==> config.mk <==
export PLATFORM = sky130hd
export DESIGN_NAME = mmult_opt_mdc_ctrl_fsm_flat
export DESIGN_NICKNAME = d
export VERILOG_FILES = /design/src/rtl/mmult_opt_mdc_ctrl_fsm_if.sv /design/src/rtl/mmult_opt_mdc_ctrl_fsm.sv /design/src/flat_wrapper.sv
export SDC_FILE = /design/constraint.sdc
export NUM_CORES = 1
export LEC_CHECK = 0
export ABC_CLOCK_PERIOD_IN_PS = 4050
export CAP_MARGIN = 10
export CORE_AREA = 2 2 188 190
export CTS_CLUSTER_DIAMETER = 80
export DETAILED_ROUTE_END_ITERATION = 10
export DIE_AREA = 0 0 190 192
export PLACE_DENSITY = 0.72
export SLEW_MARGIN = 40
export SYNTH_ARGS = -nofsm -noshare
export SYNTH_HDL_FRONTEND = slang
export SYNTH_SLANG_ARGS = --single-unit
==> constraint.sdc <==
create_clock -name clk_i -period 4.05 [get_ports clk_i]
set_input_delay 0.81 -clock clk_i [delete_from_list [all_inputs] [get_ports clk_i]]
set_output_delay 0.81 -clock clk_i [all_outputs]
set_load 0.01 [all_outputs]
==> src/rtl/mmult_opt_mdc_ctrl_fsm_if.sv <==
// Handshake bundle between the mmult_opt_mdc controller and its streamers and engine.
// master = controller side, slave = streamer/engine side.
interface mmult_opt_mdc_ctrl_fsm_if #(
   parameter int ADDR_W = 32,
   parameter int CNT_W  = 11
);
   logic [1:0]        src_ready;
   logic              sink_ready;
   logic [1:0]        src_done;
   logic              sink_done;
   logic              eng_ready;
   logic              eng_done;
   logic [1:0]        src_req_start;
   logic              sink_req_start;
   logic [ADDR_W-1:0] in1_addr;
   logic [ADDR_W-1:0] in2_addr;
   logic [ADDR_W-1:0] out_r_addr;
   logic              eng_start;
   logic              eng_enable;
   logic              eng_clear;
   logic [CNT_W-1:0]  eng_cnt_limit;

   modport master (
      input  src_ready, sink_ready, src_done, sink_done, eng_ready, eng_done,
      output src_req_start, sink_req_start, in1_addr, in2_addr, out_r_addr,
             eng_start, eng_enable, eng_clear, eng_cnt_limit
   );

   modport slave (
      output src_ready, sink_ready, src_done, sink_done, eng_ready, eng_done,
      input  src_req_start, sink_req_start, in1_addr, in2_addr, out_r_addr,
             eng_start, eng_enable, eng_clear, eng_cnt_limit
   );
endinterface

==> src/rtl/mmult_opt_mdc_ctrl_fsm.sv <==
// Purpose: sequences in1/in2 sources, out_r sink and engine over nb_iter tiles; optional watchdog via MMULT_OPT_MDC_WATCHDOG_EN.
// Latency: all outputs registered one cycle behind the state; start_i->start pulses >=2 cycles, last done->done_o 2 cycles.
// Backpressure: START holds until both sources, the sink and the engine are ready; done pulses are held sticky until consumed.
module mmult_opt_mdc_ctrl_fsm #(
   parameter int CNT_W       = 11,
   parameter int ITER_W      = 16,
   parameter int ADDR_W      = 32,
   parameter int WDOG_CYCLES = 65535
) (
   input  logic                  clk_i,
   input  logic                  rst_i,
   input  logic                  start_i,
   input  logic [ITER_W-1:0]     nb_iter_i,
   input  logic [ADDR_W-1:0]     in1_base_i,
   input  logic [ADDR_W-1:0]     in2_base_i,
   input  logic [ADDR_W-1:0]     out_r_base_i,
   input  logic [ADDR_W-1:0]     in1_stride_i,
   input  logic [ADDR_W-1:0]     in2_stride_i,
   input  logic [ADDR_W-1:0]     out_r_stride_i,
   input  logic [CNT_W-1:0]      cnt_limit_i,
   output logic [ITER_W-1:0]     iter_idx_o,
   output logic                  busy_o,
   output logic                  done_o,
   output logic                  error_o,
   mmult_opt_mdc_ctrl_fsm_if.master strm
);

   typedef enum logic [2:0] {
      IDLE,
      START,
      COMPUTE,
      WAIT,
      UPDATEIDX,
      TERMINATE
   } state_t;

   state_t state_q, state_nxt;

   logic [ITER_W-1:0] nb_iter_q;
   logic [ITER_W-1:0] iter_idx_q;
   logic [ADDR_W-1:0] in1_stride_q, in2_stride_q, out_r_stride_q;
   logic [ADDR_W-1:0] in1_addr_q, in2_addr_q, out_r_addr_q;
   logic [CNT_W-1:0]  cnt_limit_q;

   logic [1:0] src_sticky_q;
   logic       sink_sticky_q;
   logic       eng_sticky_q;

   logic [1:0] src_req_q;
   logic       sink_req_q;
   logic       eng_start_q;
   logic       eng_enable_q;
   logic       eng_clear_q;
   logic       busy_q;
   logic       done_q;

   logic       accept, fire, upd;
   logic       all_rdy;
   logic [1:0] src_seen;
   logic       sink_seen, eng_seen;
   logic       in_run;
   logic [ITER_W:0] iter_inc;
   logic       last_tile;

   if (WDOG_CYCLES < 1) begin : g_wdog_chk
      $error("WDOG_CYCLES must be at least 1");
   end

   // A done pulse in the same cycle as the check counts as already captured.
   assign src_seen  = src_sticky_q | strm.src_done;
   assign sink_seen = sink_sticky_q | strm.sink_done;
   assign eng_seen  = eng_sticky_q | strm.eng_done;
   assign all_rdy   = (strm.src_ready == 2'b11) && strm.sink_ready && strm.eng_ready;
   assign in_run    = (state_q == COMPUTE) || (state_q == WAIT);
   assign iter_inc  = {1'b0, iter_idx_q} + (ITER_W+1)'(1);
   assign last_tile = !(iter_inc < {1'b0, nb_iter_q});

`ifdef MMULT_OPT_MDC_WATCHDOG_EN
   localparam int WDOG_W = $clog2(WDOG_CYCLES + 1);
   logic [WDOG_W-1:0] wdog_cnt_q;
   logic              wdog_trip;
   logic              error_q;
`endif

   always_ff @(posedge clk_i) begin
      if (rst_i) state_q <= IDLE;
      else       state_q <= state_nxt;
   end

   always_comb begin
      state_nxt = state_q;
      accept    = 1'b0;
      fire      = 1'b0;
      upd       = 1'b0;
`ifdef MMULT_OPT_MDC_WATCHDOG_EN
      wdog_trip = 1'b0;
`endif
      case (state_q)
         IDLE: begin
            if (start_i) begin
               accept    = 1'b1;
               state_nxt = (nb_iter_i == '0) ? TERMINATE : START;
            end
         end
         START: begin
            if (all_rdy) begin
               fire      = 1'b1;
               state_nxt = COMPUTE;
            end
         end
         COMPUTE: begin
            if (eng_seen) state_nxt = WAIT;
         end
         WAIT: begin
            if ((&src_seen) && sink_seen) state_nxt = last_tile ? TERMINATE : UPDATEIDX;
         end
         UPDATEIDX: begin
            upd       = 1'b1;
            state_nxt = START;
         end
         TERMINATE: state_nxt = IDLE;
         default:   state_nxt = IDLE;
      endcase
`ifdef MMULT_OPT_MDC_WATCHDOG_EN
      // Watchdog abort overrides any normal progress out of COMPUTE/WAIT.
      if (in_run && (wdog_cnt_q == WDOG_W'(WDOG_CYCLES - 1))) begin
         wdog_trip = 1'b1;
         state_nxt = TERMINATE;
      end
`endif
   end

   always_ff @(posedge clk_i) begin
      if (rst_i) begin
         nb_iter_q      <= '0;
         iter_idx_q     <= '0;
         in1_stride_q   <= '0;
         in2_stride_q   <= '0;
         out_r_stride_q <= '0;
         in1_addr_q     <= '0;
         in2_addr_q     <= '0;
         out_r_addr_q   <= '0;
         cnt_limit_q    <= '0;
         src_sticky_q   <= 2'b00;
         sink_sticky_q  <= 1'b0;
         eng_sticky_q   <= 1'b0;
         src_req_q      <= 2'b00;
         sink_req_q     <= 1'b0;
         eng_start_q    <= 1'b0;
         eng_enable_q   <= 1'b0;
         eng_clear_q    <= 1'b0;
         busy_q         <= 1'b0;
         done_q         <= 1'b0;
      end else begin
         src_req_q    <= fire ? 2'b11 : 2'b00;
         sink_req_q   <= fire;
         eng_start_q  <= fire;
         eng_enable_q <= in_run;
         eng_clear_q  <= upd || (state_q == TERMINATE);
         busy_q       <= (state_q != IDLE);
         done_q       <= (state_q == TERMINATE);

         if (accept) begin
            nb_iter_q      <= nb_iter_i;
            iter_idx_q     <= '0;
            in1_stride_q   <= in1_stride_i;
            in2_stride_q   <= in2_stride_i;
            out_r_stride_q <= out_r_stride_i;
            in1_addr_q     <= in1_base_i;
            in2_addr_q     <= in2_base_i;
            out_r_addr_q   <= out_r_base_i;
            cnt_limit_q    <= cnt_limit_i;
         end else if (upd) begin
            iter_idx_q   <= iter_idx_q + ITER_W'(1);
            in1_addr_q   <= in1_addr_q + in1_stride_q;
            in2_addr_q   <= in2_addr_q + in2_stride_q;
            out_r_addr_q <= out_r_addr_q + out_r_stride_q;
         end

         // Pulses seen in START are dropped: nothing can finish before it is started.
         if (accept || upd) begin
            src_sticky_q  <= 2'b00;
            sink_sticky_q <= 1'b0;
            eng_sticky_q  <= 1'b0;
         end else if (in_run) begin
            src_sticky_q  <= src_seen;
            sink_sticky_q <= sink_seen;
            eng_sticky_q  <= eng_seen;
         end
      end
   end

`ifdef MMULT_OPT_MDC_WATCHDOG_EN
   always_ff @(posedge clk_i) begin
      if (rst_i) begin
         wdog_cnt_q <= '0;
         error_q    <= 1'b0;
      end else begin
         if (fire)        wdog_cnt_q <= '0;
         else if (in_run) wdog_cnt_q <= wdog_cnt_q + WDOG_W'(1);
         if (accept)         error_q <= 1'b0;
         else if (wdog_trip) error_q <= 1'b1;
      end
   end
   assign error_o = error_q;
`else
   assign error_o = 1'b0;
`endif

   assign strm.src_req_start  = src_req_q;
   assign strm.sink_req_start = sink_req_q;
   assign strm.eng_start      = eng_start_q;
   assign strm.eng_enable     = eng_enable_q;
   assign strm.eng_clear      = eng_clear_q;
   assign strm.eng_cnt_limit  = cnt_limit_q;
   assign strm.in1_addr       = in1_addr_q;
   assign strm.in2_addr       = in2_addr_q;
   assign strm.out_r_addr     = out_r_addr_q;
   assign iter_idx_o          = iter_idx_q;
   assign busy_o              = busy_q;
   assign done_o              = done_q;

endmodule

==> src/flat_wrapper.sv <==
// flat-port wrapper written by rule: the top's interface ports become plain ports
module mmult_opt_mdc_ctrl_fsm_flat 
#(
   parameter int CNT_W       = 11,
   parameter int ITER_W      = 16,
   parameter int ADDR_W      = 32,
   parameter int WDOG_CYCLES = 65535
)
  (clk_i, rst_i, start_i, nb_iter_i, in1_base_i, in2_base_i, out_r_base_i, in1_stride_i, in2_stride_i, out_r_stride_i, cnt_limit_i, iter_idx_o, busy_o, done_o, error_o, strm_src_ready, strm_sink_ready, strm_src_done, strm_sink_done, strm_eng_ready, strm_eng_done, strm_src_req_start, strm_sink_req_start, strm_in1_addr, strm_in2_addr, strm_out_r_addr, strm_eng_start, strm_eng_enable, strm_eng_clear, strm_eng_cnt_limit);
  mmult_opt_mdc_ctrl_fsm_if #(.ADDR_W(ADDR_W), .CNT_W(CNT_W)) strm_i ();
  input  logic clk_i;
  input  logic rst_i;
  input  logic start_i;
  input  logic [ITER_W-1:0] nb_iter_i;
  input  logic [ADDR_W-1:0] in1_base_i;
  input  logic [ADDR_W-1:0] in2_base_i;
  input  logic [ADDR_W-1:0] out_r_base_i;
  input  logic [ADDR_W-1:0] in1_stride_i;
  input  logic [ADDR_W-1:0] in2_stride_i;
  input  logic [ADDR_W-1:0] out_r_stride_i;
  input  logic [CNT_W-1:0] cnt_limit_i;
  output logic [ITER_W-1:0] iter_idx_o;
  output logic busy_o;
  output logic done_o;
  output logic error_o;
  input wire logic [$bits(strm_i.src_ready)-1:0] strm_src_ready;
  input wire logic [$bits(strm_i.sink_ready)-1:0] strm_sink_ready;
  input wire logic [$bits(strm_i.src_done)-1:0] strm_src_done;
  input wire logic [$bits(strm_i.sink_done)-1:0] strm_sink_done;
  input wire logic [$bits(strm_i.eng_ready)-1:0] strm_eng_ready;
  input wire logic [$bits(strm_i.eng_done)-1:0] strm_eng_done;
  output wire logic [$bits(strm_i.src_req_start)-1:0] strm_src_req_start;
  output wire logic [$bits(strm_i.sink_req_start)-1:0] strm_sink_req_start;
  output wire logic [$bits(strm_i.in1_addr)-1:0] strm_in1_addr;
  output wire logic [$bits(strm_i.in2_addr)-1:0] strm_in2_addr;
  output wire logic [$bits(strm_i.out_r_addr)-1:0] strm_out_r_addr;
  output wire logic [$bits(strm_i.eng_start)-1:0] strm_eng_start;
  output wire logic [$bits(strm_i.eng_enable)-1:0] strm_eng_enable;
  output wire logic [$bits(strm_i.eng_clear)-1:0] strm_eng_clear;
  output wire logic [$bits(strm_i.eng_cnt_limit)-1:0] strm_eng_cnt_limit;
  assign strm_i.src_ready = strm_src_ready;
  assign strm_i.sink_ready = strm_sink_ready;
  assign strm_i.src_done = strm_src_done;
  assign strm_i.sink_done = strm_sink_done;
  assign strm_i.eng_ready = strm_eng_ready;
  assign strm_i.eng_done = strm_eng_done;
  assign strm_src_req_start = strm_i.src_req_start;
  assign strm_sink_req_start = strm_i.sink_req_start;
  assign strm_in1_addr = strm_i.in1_addr;
  assign strm_in2_addr = strm_i.in2_addr;
  assign strm_out_r_addr = strm_i.out_r_addr;
  assign strm_eng_start = strm_i.eng_start;
  assign strm_eng_enable = strm_i.eng_enable;
  assign strm_eng_clear = strm_i.eng_clear;
  assign strm_eng_cnt_limit = strm_i.eng_cnt_limit;
  mmult_opt_mdc_ctrl_fsm #(.CNT_W(CNT_W), .ITER_W(ITER_W), .ADDR_W(ADDR_W), .WDOG_CYCLES(WDOG_CYCLES)) u_core (.clk_i(clk_i), .rst_i(rst_i), .start_i(start_i), .nb_iter_i(nb_iter_i), .in1_base_i(in1_base_i), .in2_base_i(in2_base_i), .out_r_base_i(out_r_base_i), .in1_stride_i(in1_stride_i), .in2_stride_i(in2_stride_i), .out_r_stride_i(out_r_stride_i), .cnt_limit_i(cnt_limit_i), .iter_idx_o(iter_idx_o), .busy_o(busy_o), .done_o(done_o), .error_o(error_o), .strm(strm_i));
endmodule
# --- After elaboration in Yosys (flattened, before gate mapping) ---
# Index checks and enable logic that the tools add are counted.
# W data, S select, Z words.
word_totals:
  register_bits: 249
  input_bits: 230
  out_inout_bits: 132
  word_cells: 71
classes:
  add_sub_neg: 5
  order_cmp: 1
  eq_ne: 10
  muxes: 19
  bitwise: 3
  n_reduce_logical: 14
op_table:
  columns: ["operator", "n"]
  rows:
  - ["$mux W32", 6]
  - ["$add A32 B32 Y32", 3]
  - ["$add A16 B1 Y17 const B", 1]
  - ["$lt A17 B16 Y1", 1]
  - ["$add A16 B1 Y16 const B", 1]
  - ["$logic_not A16 Y1", 1]
  - ["$mux W3", 5]
  - ["$pmux W3 S5", 1]
  - ["$eq A3 B2 Y1 const B", 2]
  - ["$eq A3 B3 Y1 const B", 2]
  - ["$mux W1", 6]
  - ["$ne A2 B1 Y1 const B", 2]
  - ["$ne A2 B2 Y1 const B", 2]
  - ["$reduce_and A4 Y1", 1]
  - ["$reduce_or A2 Y1", 2]
  - ["$eq A3 B1 Y1 const B", 1]
  - ["$logic_and A1 B1 Y1", 3]
  - ["$logic_not A3 Y1", 1]
  - ["$logic_or A1 B1 Y1", 3]
  - ["$reduce_bool A3 Y1", 1]
  - ["$eq A2 B2 Y1 const B", 1]
  - ["$mux W2", 1]
  - ["$or A1 B1 Y1", 2]
  - ["$or A2 B2 Y2", 1]
  - ["2 further kinds", 2]

# --- Longest topological paths before layout ---
logic_depth:
  depth_word: 6
  mapped_depth: 17
  depth_no_buf: 17

# --- Least setup slack after synthesis ---
# No wires, ideal clock.
synth_timing:
  path_kind: "flip-flop to flip-flop"
  start: "register u_core.in2_addr_q[0], in the netlist u_core.strm.in2_addr[0]"
  end: "register u_core.in2_addr_q[30], in the netlist u_core.strm.in2_addr[30]"
  setup_time_ps: 126
  arrival_time_ps: 2886
  required_ps: 3924
  path_slack_ps: 1039
  path_stages_with_launch: 14
  path_buffers: 0
  cell_sequence: "dfxtp_1 > ha_1 > inv_1 > fa_1 > nor2b_1 > o2111ai_1 > and3_1 > o31ai_2 > a41oi_1 > a221oi_1 > a21oi_1 > o211ai_1 > xnor2_1 > o21ai_1"
synth_between:
  elab_chain_cells: 3
synth_rtl:
  columns: ["item", "line_no", "rtl"]
  rows:
  - ["from (decl)", "mmult_opt_mdc_ctrl_fsm.sv:42", "logic [ADDR_W-1:0] in1_addr_q, in2_addr_q, out_r_addr_q;"]
  - ["from (signal assigned)", "mmult_opt_mdc_ctrl_fsm.sv:170", "in2_addr_q <= in2_base_i;"]
  - ["from (signal assigned)", "mmult_opt_mdc_ctrl_fsm.sv:176", "in2_addr_q <= in2_addr_q + in2_stride_q;"]
  - ["$add A32 B32 Y32", "mmult_opt_mdc_ctrl_fsm.sv:176", null]
  - ["$mux W32", "mmult_opt_mdc_ctrl_fsm.sv:173", "end else if (upd) begin"]
  - ["$mux W32", "mmult_opt_mdc_ctrl_fsm.sv:163", "if (accept) begin"]
# No other way between the ends. The select of a mux whose other input is x is not followed.
# A chain may end at the register's enable or synchronous reset.

# --- Final worst setup path ---
layout_timing:
  start: "register u_core.in1_addr_q[0], in the netlist u_core.strm.in1_addr[0]"
  end: "register u_core.in1_addr_q[30], in the netlist u_core.strm.in1_addr[30]"
layout_between:
  elab_chain_cells: 3
layout_rtl:
  columns: ["item", "line_no", "rtl"]
  rows:
  - ["from (decl)", "mmult_opt_mdc_ctrl_fsm.sv:42", null]
  - ["from (signal assigned)", "mmult_opt_mdc_ctrl_fsm.sv:169", "in1_addr_q <= in1_base_i;"]
  - ["from (signal assigned)", "mmult_opt_mdc_ctrl_fsm.sv:175", "in1_addr_q <= in1_addr_q + in1_stride_q;"]
  - ["$add A32 B32 Y32", "mmult_opt_mdc_ctrl_fsm.sv:175", null]
  - ["$mux W32", "mmult_opt_mdc_ctrl_fsm.sv:173", null]
  - ["$mux W32", "mmult_opt_mdc_ctrl_fsm.sv:163", null]
# No other way between the ends. The select of a mux whose other input is x is not followed.

==> impl_metrics.py <==
metrics = {
    "clock_network": {
        "clk_latency_ps": 570,
        "cts_setup_buffers": 0,
        "htree_levels": 1,
        "cts_buffer_depth": 3,
        "cts_buffers": 30,
        "cts_root_buffer": "clkbuf_16",
        "cts.sinks": 247,
        "cts_resized": 0,
        "cts_tree": "built",
        "hold_buffers": 0,
        "path_clk_slew_ps": 60,
    },
    "global_routing": {
        "grt_pass1_wl_um": 73000,
        "grt_max_degree": 159,
        "globalRouteOverflowTotal": 0,
        "grt.total_usage": 0.246,
        "grt_pass1_vias": 14400,
        "antenna_found_initial": 5,
    },
    "sta": {
        "clock.fmax_mhz": 293,
        "setup_tns_ps": 0,
        "period_minus_slack_ps": 3410,
        "fin_worst_skew_ps": 17.0,
        "finalHoldViolCount": 0,
        "setup_violations": 0,
        "slew_violations": 0,
        "fin_hold_ws_ps": 453,
        "grt_setup_unrepaired": "false",
        "fin_crit_sh": 0.843,
        "worst_slew_pin_slew_ps": 763,
        "relSlewSlack": 0.490,
        "fin_ws_ps": 637,
    },
    "logic_synthesis": {
        "syn_avg_cell_area_sq_um": 7.66,
        "async_reset_ff_frac": 0,
        "synth.distinct_cells": 74,
        "syn_area_sq_um": 14400,
        "ys_seq_area_frac": 0.345,
        "yosysTopAreaCellShare": 0.345,
        "synth.net_count": 2216,
        "synth_cells": 1874,
        "synth_seq_cells": 247,
        "ys.flop_type": "dfxtp_1",
        "synth_area_leaders": "dfxtp_1, nand2_1, ha_1",
        "yosysTopAreaCell": "dfxtp_1",
        "yosys_warnings": 0,
        "synth_edf_count": 0,
    },
    "drt": {
        "num_vias": 14600,
        "via_per_inst": 5.50,
        "routed_wl_um": 46500,
        "ant_nets": 0,
        "routedWlPerCell_um": 17.5,
        "drt-initial-drc-count": 881,
        "drcViolationCount": 0,
        "first_pass_iters": 5,
    },
    "critical_path": {
        "cp-start-kind": "register",
        "startpoint": "u_core.strm.in1_addr[0]",
        "path_class": "register to register",
        "critPathArrivalTime_ps": 3840,
        "endpoint_kind": "register",
        "r2r_cells": 13,
        "r2r_start": "u_core.strm.in1_addr[0]",
        "crit_path_top_delay_cell": "o41ai_1",
        "crit_chain": "ha_1 > inv_1 > fa_1 > nor2b_1 > o31a_1 > o31ai_1 > nand3_1 > a31oi_2 > o211a_1 > o311a_1 > o41ai_1 > xnor2_1 > o21ai_1",
        "required_ps": 4470,
        "worstPathMaxFanout": 4,
        "critPathMaxStageDelay_ps": 470,
    },
    "power": {
        "power.density_nw_per_um2": 386,
        "leakage_nw": 7.73,
        "ir_worst_vdd_v": 0.000326,
    },
    "floorplanning": {
        "initial_core_util": 0.419,
        "die-area_sq_um": 36500,
        "fp.dieH_um": 192,
        "row_count": 68,
        "die-width_um": 190,
        "pin_count": 362,
        "coreArea_sq_um": 34300,
    },
    "finish": {
        "final_nets": 2515,
        "drive_gt1_frac": 0.0374,
        "n_fill_cell": 3104,
        "layout_commonest_cell": "nand2_1",
        "final_cells": 2656,
        "syn_to_final_growth_pct": 35.0,
        "layout_common_cells": "nand2_1, clkdlybuf4s50_1, dfxtp_1",
    },
    "run_status": {
        "run_status": "finished clean",
    },
    "worst_hold_path": {
        "holdPathStages": 2,
        "hp-start": "u_core.strm.eng_cnt_limit[6]",
        "hold_class": "register to register",
    },
    "placed_design": {
        "dp_hpwl_um": 33400,
        "place.gp.congestion": 0.888,
        "dp_cells": 2596,
        "post-place-ws_ps": 676,
        "numPortBuffers": 360,
    },
    "job": {
        "max_cap_viol_count": 0,
    },
}
==> flip-flops by register name (all words and copies together), names as in the netlist <==
name,count
u_core.out_r_stride_q,32
u_core.src_sticky_q,2
u_core.in1_stride_q,32
u_core.strm.in2_addr,32
u_core.strm.out_r_addr,32
u_core.nb_iter_q,16
u_core.strm.in1_addr,32
u_core.strm.eng_cnt_limit,11
u_core.eng_sticky_q,1
u_core.iter_idx_o,16
u_core.strm.src_req_start,1
u_core.state_q,3
u_core.sink_sticky_q,1
u_core.busy_o,1
u_core.strm.eng_clear,1
u_core.strm.eng_enable,1
u_core.in2_stride_q,32
u_core.done_o,1
==> synthesized netlist by cell type, types with 12 or more instances <==
| master | instances |
|---|---|
| nand2_1 | 372 |
| dfxtp_1 | 247 |
| a21oi_1 | 230 |
| nor2_1 | 146 |
| ha_1 | 109 |
| clkbuf_1 | 93 |
| o21ai_0 | 75 |
| xnor2_1 | 58 |
| a21o_1 | 49 |
| inv_1 | 47 |
| nand3_1 | 37 |
| o21ai_1 | 37 |
| nor3_1 | 35 |
| xor2_1 | 33 |
| a211oi_1 | 25 |
| a22oi_1 | 23 |
| a311oi_1 | 23 |
| nor2b_1 | 15 |
| o211ai_1 | 15 |
| or3_1 | 14 |
| a31oi_1 | 12 |
==> path summary, 6_finish.rpt <==
path	to	slack [ps]
worst max-delay path	u_core.strm.in1_addr[30]	640
worst max register to register	u_core.strm.in1_addr[30]	640
worst min register to register	u_core.strm.eng_cnt_limit[6]	450
worst min-delay path	u_core.strm.eng_cnt_limit[6]	450
==> per-stage QoR <==
| stage | utilization | instance area [sq um] | power [W] |
|---|---|---|---|
| after CTS | 0.565 | 19400 | 0.00754 |
| after floorplan | - | 14400 | 0.00386 |
| final | 0.565 | 19400 | 0.00747 |
| after detailed placement | 0.533 | 18300 | 0.00462 |
| after global placement | 0.533 | 18300 | 0.00459 |
| after global routing | 0.565 | 19400 | 0.00784 |
==> cell type report <==
cell class | instances | area [sq um] | area share
repair buffers | 373 | 3740 | 0.193
clock inverters | 10 | 168 | 0.00865
clock buffers | 44 | 913 | 0.0471
well taps | 455 | 569 | 0.0294
inverters | 47 | 176 | 0.00910
diodes | 6 | 15.0 | 0.000775
multi-input cells | 1474 | 8850 | 0.457
flip-flops and latches | 247 | 4940 | 0.255
==> critical path: cells and delay by family (launching register included) <==
kind            cells  cell delay (ps)
compound gates      7             1780
flops               1              340
buf+inv             1               60
xor+xnor            1              180
fa+ha+maj           2              570
simple gates        2              330
==> metal layers <==
metal,part of all wire,up-vias,routed length (um),track usage
met2,0.46,481,21400,0.412
met3,0.068,110,3160,0.0481
met4,0.042,0,1970,0.109
met1,0.43,6792,20000,0.307
li1,-,7226,-,-
met5,0,-,0,0
==> where the power goes <==
group | switching, W | internal (W) | total, W
registers | 0.000155 | 0.00263 | 0.00279
clock network | 0.00108 | 0.00181 | 0.00289
logic | 0.000953 | 0.000849 | 0.00180
==> cells by family after synthesis <==
family | count (synthesis) | share of synthesized area
muxes | 3 | 0.00218
adders and majority gates | 112 | 0.0992
buffers and inverters | 153 | 0.0412
AOI/OAI and AO/OA | 581 | 0.252
xor gates and xnor gates | 91 | 0.0555
other | 1 | 0.000261
DFF | 247 | 0.345
and+or+nand+nor | 686 | 0.205
(Power assumes the default switching activity.)
